==> src/rtl/mult_nxn_fast.sv <==
`default_nettype none
// ============================================================================
// Module      : mult_nxn_fast
// Description : Iterative WIDTH x WIDTH multiplier built from one DIGIT x DIGIT
//               digit multiplier. Operands are reduced to magnitudes at start;
//               only digit pairs inside the significant digits of each
//               magnitude are visited, so small operands finish early. The
//               sign is reapplied when the result is written.
//
// Ports       : clk        - clock, all state updates on the rising edge
//               reset      - synchronous active-high reset
//               start      - request, sampled only while idle
//               a, b       - WIDTH-bit operands, sampled with start
//               is_signed  - 1: two's-complement operands, 0: unsigned
//               busy       - high from the edge after an accepted start
//                            until completion
//               done       - one-cycle completion pulse
//               product    - 2*WIDTH-bit result register
//
// Revision    : 1.0 - initial release
// ============================================================================
module mult_nxn_fast #(
    parameter int WIDTH = 32,   // must be a positive multiple of DIGIT
    parameter int DIGIT = 16
) (
    input  logic                 clk,
    input  logic                 reset,
    input  logic                 start,
    input  logic [WIDTH-1:0]     a,
    input  logic [WIDTH-1:0]     b,
    input  logic                 is_signed,
    output logic                 busy,
    output logic                 done,
    output logic [2*WIDTH-1:0]   product
);

    localparam int          ND      = WIDTH / DIGIT;
    localparam int          IW      = (ND > 1) ? $clog2(ND) : 1;
    localparam int          PW      = 2 * WIDTH;
    localparam logic [31:0] C_DIGIT = 32'(DIGIT);

    typedef enum logic [1:0] {
        S_IDLE = 2'd0,
        S_CALC = 2'd1,
        S_FIN  = 2'd2
    } state_t;

    // ------------------------------------------------------------------------
    // State
    // ------------------------------------------------------------------------
    state_t            state_q,   state_d;
    logic [WIDTH-1:0]  a_mag_q,   a_mag_d;
    logic [WIDTH-1:0]  b_mag_q,   b_mag_d;
    logic              neg_q,     neg_d;
    logic [IW-1:0]     na_last_q, na_last_d;   // NA-1
    logic [IW-1:0]     nb_last_q, nb_last_d;   // NB-1
    logic [IW-1:0]     i_q,       i_d;         // outer digit index (a)
    logic [IW-1:0]     j_q,       j_d;         // inner digit index (b)
    logic [PW-1:0]     acc_q,     acc_d;
    logic [PW-1:0]     prod_q,    prod_d;
    logic              busy_q,    busy_d;
    logic              done_q,    done_d;

    // ------------------------------------------------------------------------
    // Operand magnitudes at start. Unary minus in WIDTH bits maps the most
    // negative value onto 2^(WIDTH-1), which is exactly representable
    // unsigned, so no extra bit is needed.
    // ------------------------------------------------------------------------
    logic [WIDTH-1:0]  w_a_mag;
    logic [WIDTH-1:0]  w_b_mag;
    logic [IW-1:0]     w_na_last;
    logic [IW-1:0]     w_nb_last;

    assign w_a_mag = (is_signed && a[WIDTH-1]) ? -a : a;
    assign w_b_mag = (is_signed && b[WIDTH-1]) ? -b : b;

    // Index of the highest nonzero digit; a zero magnitude leaves index 0,
    // which still schedules one (zero) partial product.
    logic [ND-1:0][DIGIT-1:0] w_a_start_dig;
    logic [ND-1:0][DIGIT-1:0] w_b_start_dig;

    assign w_a_start_dig = w_a_mag;
    assign w_b_start_dig = w_b_mag;

    always_comb begin
        w_na_last = '0;
        w_nb_last = '0;
        for (int k = 0; k < ND; k++) begin
            if (w_a_start_dig[k] != '0) begin
                w_na_last = IW'(k);
            end
            if (w_b_start_dig[k] != '0) begin
                w_nb_last = IW'(k);
            end
        end
    end

    // ------------------------------------------------------------------------
    // Partial product datapath: one digit pair per CALC cycle, aligned to
    // (i+j)*DIGIT before accumulation.
    // ------------------------------------------------------------------------
    logic [ND-1:0][DIGIT-1:0] w_a_dig;
    logic [ND-1:0][DIGIT-1:0] w_b_dig;
    logic [DIGIT-1:0]         w_da;
    logic [DIGIT-1:0]         w_db;
    logic [2*DIGIT-1:0]       w_pp;
    logic [31:0]              w_shamt;
    logic [PW-1:0]            w_pp_sh;

    assign w_a_dig = a_mag_q;
    assign w_b_dig = b_mag_q;
    assign w_da    = w_a_dig[i_q];
    assign w_db    = w_b_dig[j_q];
    assign w_pp    = w_da * w_db;
    assign w_shamt = (32'(i_q) + 32'(j_q)) * C_DIGIT;
    assign w_pp_sh = PW'(w_pp) << w_shamt;

    // ------------------------------------------------------------------------
    // Next-state logic
    // ------------------------------------------------------------------------
    always_comb begin
        state_d   = state_q;
        a_mag_d   = a_mag_q;
        b_mag_d   = b_mag_q;
        neg_d     = neg_q;
        na_last_d = na_last_q;
        nb_last_d = nb_last_q;
        i_d       = i_q;
        j_d       = j_q;
        acc_d     = acc_q;
        prod_d    = prod_q;
        busy_d    = busy_q;
        done_d    = 1'b0;

        case (state_q)
            S_IDLE: begin
                if (start) begin
                    a_mag_d   = w_a_mag;
                    b_mag_d   = w_b_mag;
                    neg_d     = is_signed & (a[WIDTH-1] ^ b[WIDTH-1]);
                    na_last_d = w_na_last;
                    nb_last_d = w_nb_last;
                    i_d       = '0;
                    j_d       = '0;
                    acc_d     = '0;
                    busy_d    = 1'b1;
                    state_d   = S_CALC;
                end
            end

            S_CALC: begin
                acc_d = acc_q + w_pp_sh;
                // Indices never step past the significant digits, so
                // insignificant pairs cost no cycles.
                if (j_q == nb_last_q) begin
                    j_d = '0;
                    if (i_q == na_last_q) begin
                        state_d = S_FIN;
                    end else begin
                        i_d = i_q + IW'(1);
                    end
                end else begin
                    j_d = j_q + IW'(1);
                end
            end

            S_FIN: begin
                prod_d  = neg_q ? -acc_q : acc_q;
                busy_d  = 1'b0;
                done_d  = 1'b1;
                state_d = S_IDLE;
            end

            default: begin
                busy_d  = 1'b0;
                state_d = S_IDLE;
            end
        endcase
    end

    // ------------------------------------------------------------------------
    // State register
    // ------------------------------------------------------------------------
    always_ff @(posedge clk) begin
        if (reset) begin
            state_q   <= S_IDLE;
            a_mag_q   <= '0;
            b_mag_q   <= '0;
            neg_q     <= 1'b0;
            na_last_q <= '0;
            nb_last_q <= '0;
            i_q       <= '0;
            j_q       <= '0;
            acc_q     <= '0;
            prod_q    <= '0;
            busy_q    <= 1'b0;
            done_q    <= 1'b0;
        end else begin
            state_q   <= state_d;
            a_mag_q   <= a_mag_d;
            b_mag_q   <= b_mag_d;
            neg_q     <= neg_d;
            na_last_q <= na_last_d;
            nb_last_q <= nb_last_d;
            i_q       <= i_d;
            j_q       <= j_d;
            acc_q     <= acc_d;
            prod_q    <= prod_d;
            busy_q    <= busy_d;
            done_q    <= done_d;
        end
    end

    assign busy    = busy_q;
    assign done    = done_q;
    assign product = prod_q;

endmodule
`default_nettype wire

==> config.mk <==
export PLATFORM = sky130hd
export DESIGN_NAME = mult_nxn_fast
export DESIGN_NICKNAME = d
export VERILOG_FILES = /design/src/rtl/mult_nxn_fast.sv
export SDC_FILE = /design/constraint.sdc
export NUM_CORES = 1
export LEC_CHECK = 0
export BUFFER_PORTS_ARGS = -buffer_cell sky130_fd_sc_hd__buf_4
export CAP_MARGIN = 0
export CORE_UTILIZATION = 45
export CTS_BUF_LIST = sky130_fd_sc_hd__clkbuf_8
export CTS_CLUSTER_DIAMETER = 80
export CTS_CLUSTER_SIZE = 25
export DETAILED_ROUTE_END_ITERATION = 6
export SETUP_SLACK_MARGIN = 0.05
export SYNTH_ARGS = -nofsm -noshare
export SYNTH_HDL_FRONTEND = slang
export SYNTH_SLANG_ARGS = --single-unit
==> constraint.sdc <==
create_clock -name clk -period 29.3 [get_ports clk]
set_input_delay 5.86 -clock clk [delete_from_list [all_inputs] [get_ports clk]]
set_output_delay 5.86 -clock clk [all_outputs]
set_load 0.05 [all_outputs]
==> flow_summary.yaml, run 1 <==
outcome:
  status: "finished clean"
clock_network:
  post_cts_resized: 0
  cts_root_buffer: "clkbuf_8"
  clockBufferDepth: 3
  clock_latency_ps: 610
  cts_tree: "done"
  numCtsBuffers: 19
  clk_pin_slew_worst_paths_ps: 120
  cts_hold_buf: 0
  htreeDepth: 1
  clock_sinks: 201
  post-cts-setup-buffers: 0
synth:
  syn_area_mm2: 0.0227
  ys_seq_area_frac: 0.178
  syn_nets: 3301
  syn_area_per_cell_um2: 7.91
  ys_ff_latch: 201
  yosys_warnings: 0
  synth_top_area_share: 0.178
  synth_cells: 2866
  synth_commonest_cells: "nor2_1, nand2_1, inv_1"
  async_reset_ff_frac: 0
  synthTopCellsByArea: "dfxtp_1, fa_1, ha_1, nor2_1, nand2_1"
  yosys.area.top_type: "dfxtp_1"
  synth.distinct_cells: 75
  synth-edff-count: 0
  yosys.cell_count.top_type: "nor2_1"
  ys.flop_type: "dfxtp_1"
timing:
  rsz0062_at_grt: "no"
  fmax_ghz: 0.0896
  slew_violations: 0
  hold_viol: 0
  fin_setup_tns_ps: 0
  setup_violations: 0
  tightest_slew_ps: 1250
  fin_skew_ps: 58.5
  min_period_ps: 11160
  slew_headroom: 0.141
  period_share: 0.381
hold_path:
  hold_depth: 2
  hold_start: "product[0]"
  min_to: "product[0]"
  hold_class: "register to register"
grt:
  grtUsageMet1: 0.412
  grt_pass1_wl_mm: 112
  grt_max_degree: 99
  antenna_found_initial: 1
  use_met3: 0.0359
  grt_pass1_vias: 19639
  grt_usage: 0.283
  globalRoute.totalOverflow: 0
  grtUsageMet2: 0.443
  grt_busiest_layer: "met2"
setup_path:
  critPathSlowestCell: "mux2i_1"
  r2r_slack_ps: 18140
  crit_arrival_ps: 11650
  required_ps: 29790
  criticalPathCategory: "register to register"
  critPathMaxStageDelay_ps: 1090
  endpoint_kind: "register"
  ff2ff_path_depth: 33
  crit_path_frequent_cell: "fa_1"
  worstReg2RegEnd: "acc_q[61]"
  crit_path_start_kind: "register"
  crit_path_max_fanout: 36
  timing.rr.start: "i_q"
floorplanning:
  rows: 81
  die-area_mm2: 0.0513
  die_y_um: 226
  die_w_um: 226
  core_area_mm2: 0.0494
  initial_core_util: 0.459
  ios: 134
placement:
  port_buffers: 133
  finalWeightedCongestion: 1.01
  place_hpwl_mm: 58.6
routing:
  drc: 0
  wirelength_mm: 72.4
  wl_per_cell_um: 20.2
  ant_nets: 0
  drt-initial-drc-count: 1912
  via_per_inst: 5.78
  drt_pass1_iterations: 5
  vias: 20686
finish:
  syn_to_final_growth_pct: 8.86
  fin_nets: 3334
  drive_gt1_frac: 0.0886
  utilization: 0.500
pwr:
  p_leak_nw: 10.8
  powerDensity_mw_per_mm2: 57.1
  ir_drop_mv: 0.0394
  p_total_mw: 1.41
flow_run:
  cap_violations: 0
[registers in the layout, summed over array words and instances (netlist names)]
register and flops:
a_mag_q 32, j_q 1, busy 1, na_last_q 1, acc_q 64, done 1
product 64, b_mag_q 32, i_q 1, state_q 2, neg_q 1, nb_last_q 1
[per-layer routing]
layer / vias to the layer above / wire length [um]
li1: 9858 / -
met1: 10032 / 33700
met2: 694 / 32300
met3: 102 / 4830
met4: 0 / 1610
met5: - / 0
[cells in the final DEF, fill, tap and decap left out, types with 19 or more instances in the layout]
cell type / count
inv_1: 275
nor3_1: 39
dfxtp_1: 199
mux2_2: 31
o21ai_0: 123
nand3_1: 55
a21o_1: 50
fa_1: 195
o31ai_1: 28
ha_1: 172
nor2_1: 346
nand2_1: 329
xor2_1: 111
a211oi_1: 117
clkbuf_8: 19
xnor2_1: 91
nor4_1: 21
buf_4: 155
and2_1: 28
nand4_1: 32
a21oi_1: 177
mux2i_1: 38
[critical path, delay by kind of cell, from the launching register on]
kind	cells	cell delay [ps]
simple gates	3	350
mux	1	1090
buf+inv	4	190
xor+xnor	2	400
compound gates	15	4600
flops	1	940
fa+ha+maj	8	3510
[cells by family (layout without fill, tap and decap cells)]
kind of cell | Yosys count | count (layout) | synth area share
other | 0 | 1 | 0
DFF | 201 | 201 | 0.178
muxes | 73 | 73 | 0.0341
adders and majority gates | 367 | 367 | 0.267
xor gates and xnor gates | 202 | 202 | 0.0781
buffers and inverters | 419 | 465 | 0.0694
AOI/OAI and AO/OA | 643 | 643 | 0.185
and+or+nand+nor | 961 | 961 | 0.188
[worst max path at each step]
stage               depth (start not counted)  slack (ps)  startpoint         to
finish                                     33       18140         i_q  acc_q[61]
global route                               33       17450         i_q  acc_q[61]
CTS                                        33       18420         i_q  acc_q[61]
detailed placement                         33       18380         i_q  acc_q[61]
global placement                           32       18600         i_q  acc_q[56]
floorplan                                  37       19770         i_q  acc_q[63]
[cell type report]
| class | count | area [um^2] |
|---|---|---|
| Fill cell | 4902 | 24700 |
| Multi-Input combinational cell | 2246 | 17100 |
| Sequential cell | 201 | 4030 |
| Timing Repair Buffer | 155 | 1160 |
| Inverter | 276 | 1040 |
| Tap cell | 664 | 831 |
| Clock buffer | 19 | 262 |
| Clock inverter | 15 | 259 |
| Antenna cell | 1 | 2.50 |
[where the power goes]
group          internal, mW  leakage [nW]  total (mW)  switching [mW]
sequential            0.299          1.64       0.332          0.0332
combinational         0.296          8.94       0.850           0.553
clock                0.0930         0.252       0.227           0.134
[metrics by stage]
stage               hold slack, ps  setup WS, ps  std cells  cell area (um^2)
global route                   484         17450       3577             24700
CTS                            466         18420       3576             24700
detailed placement             445         18380       3542             24100
global placement               445         18600       3542             24100
finish                         461         18140       3577             24700
floorplan                      442         19770       2866             22700
Power figures use the tool's default switching activity.
==> inputs of run 2 (changes only) <==
ABC_AREA = 1   (was unset)
clock period = 9.1 ns   (was 29.3 ns; I/O delays follow)
==> run 2 against run 1 <==
Net effect: count of clock-buffer cells in the layout down 1; die area increased by 9.4%; worst hold slack gained 44 ps; critical endpoint is now acc_q[38]; largest power group unchanged; register-to-register slack worse by 18000 ps.
==> flow_summary.yaml, run 2 <==
grt:
  grt_max_degree: 107
  grt_usage: 0.316
  antenna_found_initial: 2
  grt_pass1_wl_mm: 138
  grt_pass1_vias: 24242
  globalRoute.totalOverflow: 0
routing:
  vias: 24968
  route.met3.wl_mm: 4.59
  met2_length_mm: 42.0
  via_per_inst: 5.37
  drt-initial-drc-count: 1828
  ant_nets: 0
  drc: 0
  wl_met1_mm: 36.1
  drt_pass1_iterations: 7
  highest_layer: "met4"
  wl_per_cell_um: 19.0
  wirelength_mm: 88.1
setup_path:
  timing.rr.start: "i_q"
  crit_arrival_ps: 9090
  crit_path_frequent_cell: "fa_1"
  critPathSlowestCell: "fa_1"
  crit_path_max_fanout: 20
  criticalPathCategory: "register to register"
  r2r_slack_ps: 510
  crit_path_start_kind: "register"
  worstReg2RegEnd: "acc_q[38]"
  endpoint_kind: "register"
  critPathMaxStageDelay_ps: 560
  ff2ff_path_depth: 33
  required_ps: 9600
synth:
  synth_commonest_cells: "nand2_1, inv_1, nor2_1"
  ys.flop_type: "dfxtp_1"
  ys_ff_latch: 201
  syn_area_per_cell_um2: 6.50
  synth_top_area_share: 0.162
  yosys.cell_count.top_type: "nand2_1"
  syn_nets: 4252
  synth.distinct_cells: 55
  ys_seq_area_frac: 0.162
  yosys.area.top_type: "dfxtp_1"
  synth_cells: 3817
  synth-edff-count: 0
  async_reset_ff_frac: 0
  syn_area_mm2: 0.0248
  yosys_warnings: 0
  synthTopCellsByArea: "dfxtp_1, fa_1, nand2_1, inv_1, ha_1"
hold_path:
  hold_start: "busy"
  hold_class: "register to register"
  min_to: "busy"
  hold_depth: 2
timing:
  slew_headroom: 0.281
  setup_violations: 0
  period_share: 0.944
  tightest_slew_ps: 1080
  fin_setup_tns_ps: 0
  hold_viol: 0
  rsz0062_at_grt: "yes"
  fmax_ghz: 0.116
  slew_violations: 0
  min_period_ps: 8590
  fin_skew_ps: 139
finish:
  final_common_cell: "nand2_1"
  fin_nets: 4374
  fillerInstances: 5624
  final_cell_mix: "nand2_1, inv_1, nor2_1"
  syn_to_final_growth_pct: 10.7
  multiInputGateArea_mm2: 0.0180
  drive_gt1_frac: 0.0899
  fin_cells: 4649
  ff_latch_area_mm2: 0.00403
flow_run:
  cap_violations: 0
clock_network:
  cts_root_buffer: "clkbuf_8"
  cts_hold_buf: 0
  clock_sinks: 201
  numCtsBuffers: 18
  cts_tree: "done"
  htreeDepth: 1
  clk_pin_slew_worst_paths_ps: 140
  clockBufferDepth: 3
  clock_latency_ps: 680
floorplanning:
  die_y_um: 237
  core_area_mm2: 0.0541
  initial_core_util: 0.459
  die_w_um: 237
  rows: 85
  ios: 134
  die-area_mm2: 0.0561
placement:
  place_hpwl_mm: 72.6
  dp_cells: 4611
  port_buffers: 133
  finalWeightedCongestion: 1.09
pwr:
  p_leak_nw: 13.6
  ir_drop_mv: 0.200
  powerDensity_mw_per_mm2: 210
outcome:
  status: "finished clean"
-- run 2: cell count changes after synthesis, moves of 34 or more --
cell and change:
nand2_1 +426, inv_1 +372, nor2_1 +208, nand3_1 +123, a211oi_1 -116, a21oi_1 +115
o21ai_0 +95, xnor2_1 -66, clkbuf_1 -43, o211ai_1 +43, o21ai_1 +40, mux2i_1 -36
xor2_1 -36, a21o_1 -34
-- run 2: cell families after synthesis --
kind of cell               synth area share
AOI/OAI and AO/OA                     0.157
adders and majority gates             0.244
muxes                               0.00161
DFF                                   0.162
buffers and inverters                 0.118
xor gates and xnor gates             0.0353
and+or+nand+nor                       0.282
-- run 2: worst max path at each step --
stage,start,to,slack [ps],cells past startpoint
4_1_cts,j_q,acc_q[56],210,39
5_1_grt,i_q,acc_q[36],40,35
3_3_place_gp,j_q,acc_q[63],390,35
2_1_floorplan,j_q,acc_q[42],1360,41
3_5_place_dp,j_q,acc_q[56],300,39
6_report,i_q,acc_q[38],510,33
-- run 2: layout make-up --
cell class | count | area share
antenna | 2 | 0.000182
clock buffer | 18 | 0.00902
clock inverter | 14 | 0.00952
inverter | 666 | 0.0913
multi-input combinational | 2840 | 0.654
sequential | 201 | 0.147
tap | 696 | 0.0317
timing repair buffer | 212 | 0.0582
-- run 2: routing by layer --
metal / up-vias / track usage
met1: 11580 / 0.385
li1: 12391 / -
met4: 0 / 0.166
met5: - / 0
met3: 214 / 0.0357
met2: 783 / 0.547
-- run 2: repair_timing --
item                       CTS  global route
setup buffers                0             4
gates resized for setup      0            29
setup endpoints to repair    0            36
-- run 2: report_power, final --
| part | internal (mW) | switching (mW) | total (mW) |
|---|---|---|---|
| Sequential | 0.971 | 0.134 | 1.10 |
| Combinational | 1.29 | 2.64 | 3.93 |
| Clock | 0.289 | 0.430 | 0.719 |
| Total | 2.55 | 3.21 | 5.76 |
-- run 2: worst max-delay path, delay by kind of cell, from the launching register on --
family          cells  cell delay [ps]
fa+ha+maj           8             3890
compound gates      8             1690
simple gates       10             1560
buf+inv             7             1060
flops               1              340
-- run 2: metrics by stage --
| step | utilization | instance area (um^2) | total power [mW] | setup slack, ps | hold slack, ps |
|---|---|---|---|---|---|
| after floorplan | - | 24800 | 3.70 | 1360 | 460 |
| after global placement | 0.496 | 26900 | 4.97 | 393 | 476 |
| after detailed placement | 0.496 | 26900 | 4.95 | 300 | 477 |
| after CTS | 0.505 | 27400 | 5.71 | 210 | 510 |
| after global routing | 0.508 | 27500 | 6.27 | 43.6 | 531 |
| final | 0.508 | 27500 | 5.76 | 509 | 505 |
